**config.mk**
```make
export PLATFORM = sky130hd
export DESIGN_NAME = regfile_write_queue_flat
export DESIGN_NICKNAME = d
export VERILOG_FILES = /design/src/rtl/regfile_write_queue_if.sv /design/src/rtl/regfile_write_queue.sv /design/src/flat_wrapper.sv
export SDC_FILE = /design/constraint.sdc
export NUM_CORES = 1
export LEC_CHECK = 0
export ABC_AREA = 1
export BUFFER_PORTS_ARGS = -buffer_cell sky130_fd_sc_hd__buf_2
export CAP_MARGIN = 10
export CORE_ASPECT_RATIO = 0.6
export CORE_MARGIN = 5
export CORE_UTILIZATION = 30
export DETAILED_ROUTE_END_ITERATION = 16
export PLACE_DENSITY_LB_ADDON = 0.3
export SLEW_MARGIN = 20
export SYNTH_ARGS = -nofsm -noshare
export SYNTH_HDL_FRONTEND = slang
export SYNTH_SLANG_ARGS = --single-unit
```
**constraint.sdc**
```tcl
create_clock -name Clk -period 4.7 [get_ports Clk]
set_clock_uncertainty 0.15 [all_clocks]
set_input_delay 0.94 -clock Clk [delete_from_list [all_inputs] [get_ports Clk]]
set_output_delay 0.94 -clock Clk [all_outputs]
set_load 0.1 [all_outputs]
```
**src/rtl/regfile_write_queue_if.sv**
```systemverilog
// Handshake and register-file bus between writeback producers, decode and the write queue.
// The slave modport is the queue side; the master modport drives requests and observes status.
interface regfile_write_queue_if #(
    parameter int AW = 2
);
    logic          MemValid;
    logic          MemReady;
    logic [4:0]    MemReg;
    logic [31:0]   MemData;
    logic          AluValid;
    logic          AluReady;
    logic [4:0]    AluReg;
    logic [31:0]   AluData;
    logic          DrainEn;
    logic          RegWrite;
    logic [4:0]    WriteRegister;
    logic [31:0]   WriteData;
    logic [4:0]    ReadRegister1;
    logic [4:0]    ReadRegister2;
    logic          Pending1;
    logic          Pending2;
    logic [AW:0]   Count;
    logic          Full;
    logic          Empty;

    modport slave (
        input  MemValid, MemReg, MemData, AluValid, AluReg, AluData,
        input  DrainEn, ReadRegister1, ReadRegister2,
        output MemReady, AluReady, RegWrite, WriteRegister, WriteData,
        output Pending1, Pending2, Count, Full, Empty
    );

    modport master (
        output MemValid, MemReg, MemData, AluValid, AluReg, AluData,
        output DrainEn, ReadRegister1, ReadRegister2,
        input  MemReady, AluReady, RegWrite, WriteRegister, WriteData,
        input  Pending1, Pending2, Count, Full, Empty
    );
endinterface

```
**src/rtl/regfile_write_queue.sv**
```systemverilog
// In-order writeback FIFO in front of the 32x32 register file write port, fed by the load
// and ALU paths, drained one entry per cycle, with RAW pending flags for two decode read ports.
module regfile_write_queue #(
    parameter int DEPTH = 4,
    parameter int AW    = 2
) (
    input  logic                  Clk,
    input  logic                  Rst_n,
    regfile_write_queue_if.slave  bus
);
    logic [4:0]    entry_reg   [DEPTH];
    logic [31:0]   entry_data  [DEPTH];
    logic [DEPTH-1:0] entry_valid;
    logic [AW-1:0] head;
    logic [AW-1:0] tail;
    logic [AW:0]   count;

    logic [AW:0]   free;
    logic          mem_fire, alu_fire;
    logic          mem_push, alu_push;
    logic          empty;
    logic          pop;
    logic [AW-1:0] alu_slot;
    logic [AW:0]   push_count;

    // Space comes from registered state only, so a same-edge pop never admits an extra request.
    assign free     = (AW+1)'(DEPTH) - count;
    assign empty    = (count == '0);

    assign bus.MemReady = Rst_n && (free >= (AW+1)'(1));
    assign bus.AluReady = Rst_n && (bus.MemValid ? (free >= (AW+1)'(2)) : (free >= (AW+1)'(1)));

    assign mem_fire = bus.MemValid && bus.MemReady;
    assign alu_fire = bus.AluValid && bus.AluReady;
    assign mem_push = mem_fire && (bus.MemReg != 5'd0);
    assign alu_push = alu_fire && (bus.AluReg != 5'd0);

    // The load entry goes ahead of the ALU entry when both land on the same edge.
    assign alu_slot   = tail + AW'(mem_push);
    assign push_count = (AW+1)'(mem_push) + (AW+1)'(alu_push);

    assign pop               = bus.DrainEn && !empty;
    assign bus.RegWrite      = pop;
    assign bus.WriteRegister = empty ? 5'd0  : entry_reg[head];
    assign bus.WriteData     = empty ? 32'd0 : entry_data[head];
    assign bus.Count         = count;
    assign bus.Empty         = empty;
    assign bus.Full          = (count == (AW+1)'(DEPTH));

    always_comb begin
        bus.Pending1 = 1'b0;
        bus.Pending2 = 1'b0;
        for (int i = 0; i < DEPTH; i++) begin
            if (entry_valid[i] && (entry_reg[i] == bus.ReadRegister1))
                bus.Pending1 = 1'b1;
            if (entry_valid[i] && (entry_reg[i] == bus.ReadRegister2))
                bus.Pending2 = 1'b1;
        end
        if (bus.ReadRegister1 == 5'd0) bus.Pending1 = 1'b0;
        if (bus.ReadRegister2 == 5'd0) bus.Pending2 = 1'b0;
    end

    // NOTE: only control state and valid bits are reset; payload storage is qualified by
    // entry_valid, so leaving it unreset keeps it a plain register array.
    always_ff @(posedge Clk) begin
        if (!Rst_n) begin
            head        <= '0;
            tail        <= '0;
            count       <= '0;
            entry_valid <= '0;
        end else begin
            if (pop) begin
                entry_valid[head] <= 1'b0;
                head              <= head + AW'(1);
            end
            if (mem_push) begin
                entry_valid[tail] <= 1'b1;
                entry_reg[tail]   <= bus.MemReg;
                entry_data[tail]  <= bus.MemData;
            end
            if (alu_push) begin
                entry_valid[alu_slot] <= 1'b1;
                entry_reg[alu_slot]   <= bus.AluReg;
                entry_data[alu_slot]  <= bus.AluData;
            end
            tail  <= tail + AW'(push_count);
            count <= count + push_count - (AW+1)'(pop);
        end
    end
endmodule

```
**src/flat_wrapper.sv**
```systemverilog
// flat-port wrapper written by rule: the top's interface ports become plain ports
module regfile_write_queue_flat 
#(
    parameter int DEPTH = 4,
    parameter int AW    = 2
)
  (Clk, Rst_n, bus_MemValid, bus_MemReg, bus_MemData, bus_AluValid, bus_AluReg, bus_AluData, bus_DrainEn, bus_ReadRegister1, bus_ReadRegister2, bus_MemReady, bus_AluReady, bus_RegWrite, bus_WriteRegister, bus_WriteData, bus_Pending1, bus_Pending2, bus_Count, bus_Full, bus_Empty);
  regfile_write_queue_if #(.AW(AW)) bus_i ();
  input  logic Clk;
  input  logic Rst_n;
  input wire logic [$bits(bus_i.MemValid)-1:0] bus_MemValid;
  input wire logic [$bits(bus_i.MemReg)-1:0] bus_MemReg;
  input wire logic [$bits(bus_i.MemData)-1:0] bus_MemData;
  input wire logic [$bits(bus_i.AluValid)-1:0] bus_AluValid;
  input wire logic [$bits(bus_i.AluReg)-1:0] bus_AluReg;
  input wire logic [$bits(bus_i.AluData)-1:0] bus_AluData;
  input wire logic [$bits(bus_i.DrainEn)-1:0] bus_DrainEn;
  input wire logic [$bits(bus_i.ReadRegister1)-1:0] bus_ReadRegister1;
  input wire logic [$bits(bus_i.ReadRegister2)-1:0] bus_ReadRegister2;
  output wire logic [$bits(bus_i.MemReady)-1:0] bus_MemReady;
  output wire logic [$bits(bus_i.AluReady)-1:0] bus_AluReady;
  output wire logic [$bits(bus_i.RegWrite)-1:0] bus_RegWrite;
  output wire logic [$bits(bus_i.WriteRegister)-1:0] bus_WriteRegister;
  output wire logic [$bits(bus_i.WriteData)-1:0] bus_WriteData;
  output wire logic [$bits(bus_i.Pending1)-1:0] bus_Pending1;
  output wire logic [$bits(bus_i.Pending2)-1:0] bus_Pending2;
  output wire logic [$bits(bus_i.Count)-1:0] bus_Count;
  output wire logic [$bits(bus_i.Full)-1:0] bus_Full;
  output wire logic [$bits(bus_i.Empty)-1:0] bus_Empty;
  assign bus_i.MemValid = bus_MemValid;
  assign bus_i.MemReg = bus_MemReg;
  assign bus_i.MemData = bus_MemData;
  assign bus_i.AluValid = bus_AluValid;
  assign bus_i.AluReg = bus_AluReg;
  assign bus_i.AluData = bus_AluData;
  assign bus_i.DrainEn = bus_DrainEn;
  assign bus_i.ReadRegister1 = bus_ReadRegister1;
  assign bus_i.ReadRegister2 = bus_ReadRegister2;
  assign bus_MemReady = bus_i.MemReady;
  assign bus_AluReady = bus_i.AluReady;
  assign bus_RegWrite = bus_i.RegWrite;
  assign bus_WriteRegister = bus_i.WriteRegister;
  assign bus_WriteData = bus_i.WriteData;
  assign bus_Pending1 = bus_i.Pending1;
  assign bus_Pending2 = bus_i.Pending2;
  assign bus_Count = bus_i.Count;
  assign bus_Full = bus_i.Full;
  assign bus_Empty = bus_i.Empty;
  regfile_write_queue #(.DEPTH(DEPTH), .AW(AW)) u_core (.Clk(Clk), .Rst_n(Rst_n), .bus(bus_i));
endmodule
```
# --- After elaboration in Yosys (flattened, before gate mapping) ---
# Memory sizes are Yosys's and may differ from the RTL's. A register that Yosys moved wholly into a read port is not among the register bits.
# Index checks and enable logic that the tools add are counted.
totals:
  ram_bits: 148
  inputBits: 89
  n_memories: 2
  elab_cells: 92
  ff_bits: 11
  out_inout_bits: 47
op_classes:
  bitwise: 4
  order_cmp: 8
  muxes: 34
  reduce_logical: 24
  n_addsub: 7
  eq_ne: 9
mem_list:
  columns: ["name", "depth", "width", "rd", "rd_ports_with_merged_regs", "write_ports", "line", "source"]
  rows:
  - ["u_core.entry_data", 4, 32, 1, 1, 2, "regfile_write_queue.sv:12", "logic [31:0] entry_data [DEPTH];"]
  - ["u_core.entry_reg", 4, 5, 5, 1, 2, "regfile_write_queue.sv:11", "logic [4:0] entry_reg [DEPTH];"]
ops:
  columns: ["cell", "n"]
  rows:
  - ["5-bit == test", 8]
  - ["32-bit 2-to-1 mux", 1]
  - ["1-bit 2-to-1 mux", 20]
  - ["4-bit 2-to-1 mux", 5]
  - ["1-bit logical AND", 18]
  - ["5-bit zero test", 2]
  - ["5-bit nonzero test", 2]
  - ["2-bit by 3-bit < comparator with 1-bit output, second input constant", 3]
  - ["2-bit 2-to-1 mux", 4]
  - ["4-bit bitwise OR", 2]
  - ["1-bit demux with 2-bit select", 3]
  - ["2-bit by 1-bit greater-or-equal comparator with 1-bit output, second input constant", 3]
  - ["5-bit 2-to-1 mux", 1]
  - ["4-bit bitwise AND", 1]
  - ["4-bit NOT", 1]
  - ["3-bit adder", 1]
  - ["3-bit == test, second input constant", 1]
  - ["3-bit by 1-bit greater-or-equal comparator with 1-bit output, second input constant", 1]
  - ["3-bit by 2-bit greater-or-equal comparator with 1-bit output, second input constant", 1]
  - ["3-bit zero test", 1]
  - ["3-bit by 1-bit subtractor with 3-bit output", 1]
  - ["3-bit subtractor, first input constant", 1]
  - ["1-bit by 1-bit adder with 2-bit output", 1]
  - ["2-bit by 1-bit adder with 2-bit output", 1]
  - ["other kinds (3)", 3]

# --- Longest topological paths before layout ---
logic_depth:
  word_depth: 13
  ltp_mapped: 16
  depth_no_buf: 15

# --- Least setup slack after synthesis ---
# Ideal clock, no wire load.
synth_timing:
  kind: "register -> output"
  startpoint: "reg u_core.count[0], in the netlist u_core.bus.Count[0]"
  endpoint: "out bus_WriteData[10]"
  arrival_time_ps: 3986
  path_slack_ps: -376
  n_path_buf: 2
  path_stages_with_launch: 7
  t_required_ps: 3610
  path_cell_list: "dfxtp_1 > inv_1 > ha_1 > ha_1 > clkbuf_1 > clkbuf_1 > a21oi_1"
synth_via:
  elab_chain_cells: 2
synth_lines:
  columns: ["element", "line", "source"]
  rows:
  - ["from (decl)", "regfile_write_queue.sv:16", "logic [AW:0] count;"]
  - ["from (signal assigned)", "regfile_write_queue.sv:87", "count <= count + push_count - (AW+1)'(pop);"]
  - ["3-bit zero test", "regfile_write_queue.sv:28", "assign empty = (count == '0);"]
  - ["named net bus_Empty", "flat_wrapper.sv:29", "output wire logic [$bits(bus_i.Empty)-1:0] bus_Empty;"]
  - ["32-bit 2-to-1 mux", "regfile_write_queue.sv:45", "assign bus.WriteData = empty ? 32'd0 : entry_data[head];"]
  - ["to (decl)", "flat_wrapper.sv:24", "output wire logic [$bits(bus_i.WriteData)-1:0] bus_WriteData;"]
# The timed path passes the listed nets, and every way through them passes these cells.

# --- Final worst setup path ---
layout_timing:
  startpoint: "reg u_core.count[0], in the netlist u_core.bus.Count[0]"
  endpoint: "out bus_WriteData[30]"
layout_via:
  elab_chain_cells: 2
layout_lines:
  columns: ["element", "line"]
  rows:
  - ["3-bit zero test", "regfile_write_queue.sv:28"]
  - ["32-bit 2-to-1 mux", "regfile_write_queue.sv:45"]
# No other way between the ends.

==> reports/summary.txt <==
Crit-path max FO - 27
Hold path depth - 2
Largest net degree at the start of global routing - 76
Pleak - 0.00455 uW
Largest cells by area after synthesis - edfxtp_1 (50%), o21ai_0 (11%), nand2_1 (9.6%), nor2_1 (7.6%), inv_1 (3.7%)
Yosys warnings - 0
PwrDens - 685 nW/um^2
Die height - 144 um
Final worst slack - 0.910 ns
Resized Gates After CTS - 0
Pre-CTS setup slack - 0.898 ns
Vias in the first global route - 7150
Worst relative slew slack - 36.5%
Worst reg2reg startpoint - u_core.bus.Count[0]
All-Layer GR Usage - 16.3%
Via density per instance - 4.75
Area of the core - 29000 um^2
CTS Buffer Depth - 2
Synth cell count leaders - nand2_1 (227), o21ai_0 (202), nor2_1 (180), edfxtp_1 (148), inv_1 (87)
Yosys top cell by area - edfxtp_1
Final HPWL DP - 18100 um
Peak supply drop - 0.317 mV
Worst setup path class - reg -> out
First-pass iteration count of the detailed router - 5
Routability Congestion - 0.901
Setup bufs post-CTS - 0
Final WL - 27400 um
R2R depth - 14
Pins over their slew limit - 0
Req. time, crit path - 3.61 ns
Syn Inst Count - 1076
Cts bufs inserted - 17
CTS tree - done
Total of max-cap violations - 0
Fillcell total - 3009
Post-Syn Area - 8920 um^2
Worst min-delay path class - reg -> reg
Post-Syn Nets - 1181
H-tree Lvls - 4
Drc violations - 0
Maximum clock rate - 264 MHz
CP bufs+invs - 3
Grt ovf - 0
Final Cycle Share - 80.6%
Rows - 48
Synthesis-stage register bit count - 161
Internal Power - 3330 uW
Syn-to-layout area delta - 16.7%
Ys flop type - edfxtp_1
Fin cells - 1593
Core Util, Final - 35.9%
Slew of the pin with the lowest slew margin - 0.950 ns
Worst EP arrival - 2.70 ns
Final Hold Vio Count - 0
Clock root cell - clkbuf_16
Clk_lat worst skew - 0.42 ns
Min Hold Slack - 0.426 ns
Initial antenna violation count - 1
Worst hold start - u_core.head[1]
Type of origin of the critical path - flop
Initial Util - 30.7%
Min Tclk post-route - 3.79 ns
Logic pwr share - 53.2%
Antenna Nets Post-Route - 0
DR vias - 7569
Status - finished clean
CP endpoint kind - primary output
Most common cell in the netlist - nand2_1
Iter 0 DRT Violations - 642
Worst R2R Setup Slack - 1.07 ns
Sw power - 3800 uW
Hold buffers post-CTS - 0
Post-synthesis sequential area ratio - 52.7%
Port-buffer cells - 135
Clock slew at reported path FFs - 0.07 ns
CP max stage cell - buf_2
Max FFs per register - 128
Sw frac - 53.3%
Top delay family on crit path - buffers and inverters
Share of post-route cells with drive strength above 1 - 15.9%
CP Cell Sequence - inv_1 -> ha_1 -> ha_2 -> buf_4 -> a21oi_1 -> buf_2
RSZ-0062 raised after global routing - no
Ports - 136
Die W - 233 um
CP peak stage delay - 0.50 ns
First-pass GRT wire length - 41800 um
Netlist cell types - 25
Yosys top cell area share - 49.8%
FF-to-FF End - u_core.entry_data[3][21]
CTS sink count - 161
Post-synth EDFFs - 148
Clock Power Share - 17.7%
Sequential power share - 29.1%
Nets - 1287
# setup viols final - 0
Syn Area/Cell - 8.29 um^2
Die Area - 33400 um^2
WL per Instance - 17.2 um
Placed Cells - 1563
Async S/R FF share, synth - 0%
-- power by group through the flow --
| stage | Combinational [uW] | Clock, uW | Sequential, uW |
|---|---|---|---|
| 2_1_floorplan | 2940 | 0 | 2130 |
| 3_3_place_gp | 3810 | 0 | 2100 |
| 3_5_place_dp | 3820 | 0 | 2100 |
| 4_1_cts | 3830 | 1280 | 2070 |
| 5_1_grt | 4080 | 1350 | 2100 |
| 6_report | 3790 | 1260 | 2080 |
-- worst register-to-register path, cell delays in order, from the launching register on --
cell	delay [ns]
dfxtp_1	0.37
inv_1	0.10
ha_1	0.22
ha_2	0.25
inv_1	0.05
nor2_1	0.04
nand2_1	0.09
nand2_1	0.07
nor2_1	0.31
ha_1	0.27
xnor2_1	0.10
nor2_1	0.18
nand3_4	0.35
nand2_2	0.15
buf_4	0.53
-- worst max-delay path by stage --
stage / start / endpoint / slack [ns] / cells past startpoint
2_1_floorplan: u_core.bus.Count[0] / bus_WriteData[10] / -0.38 / 6
3_3_place_gp: bus_MemReg[0] / u_core.entry_data[3][21] / 0.93 / 11
3_5_place_dp: bus_MemReg[0] / u_core.entry_data[3][21] / 0.90 / 11
4_1_cts: u_core.bus.Count[0] / bus_WriteData[12] / 0.87 / 6
5_1_grt: u_core.bus.Count[0] / u_core.entry_data[3][9] / 0.73 / 14
6_report: u_core.bus.Count[0] / bus_WriteData[30] / 0.91 / 6
-- metal layers --
metal	up-vias	global-route usage, %	wire length (um)
li1	3799	-	-
met1	3500	24.3	13300
met2	244	24.5	11700
met3	26	3.24	1950
met4	0	3.98	373
met5	-	0	0
-- cell families after synthesis --
kind of cell,after synthesis,synth area share [%]
flip-flops,161,52.7
buffers and inverters,153,8.09
XOR/XNOR,8,0.786
adder cells (fa/ha/maj),16,2.33
AND/OR/NAND/NOR,435,19.0
AO/OA/AOI/OAI,303,17.0
-- final cells by class --
| type | count | area, um^2 | area share, % |
|---|---|---|---|
| Tap cell | 400 | 500 | 4.81 |
| Clock inverter | 10 | 72.6 | 0.697 |
| Sequential cell | 161 | 4710 | 45.2 |
| Antenna cell | 1 | 2.50 | 0.0240 |
| Timing Repair Buffer | 149 | 818 | 7.86 |
| Inverter | 91 | 342 | 3.28 |
| Clock buffer | 19 | 433 | 4.16 |
| Multi-Input combinational cell | 762 | 3540 | 34.0 |
-- layout by cell type (no fill, tap or decap), types with 14 or more instances in the layout --
cell type	Yosys	layout
a21oi_1	53	53
nand2_1	227	223
o21ai_1	48	48
clkbuf_16	0	17
nor2_1	180	180
o21ai_0	202	202
ha_1	15	14
buf_2	4	135
edfxtp_1	148	148
inv_1	87	87
nand3_1	15	15
-- through the flow --
stage / total power (uW) / cell area [um^2] / setup TNS, ns
floorplan: 5070 / 8920 / -13.01
global placement: 5900 / 9900 / 0
detailed placement: 5930 / 9900 / 0
CTS: 7190 / 10400 / 0
global route: 7530 / 10400 / 0
finish: 7130 / 10400 / 0
Note: power is estimated with default switching activity, not from simulation.
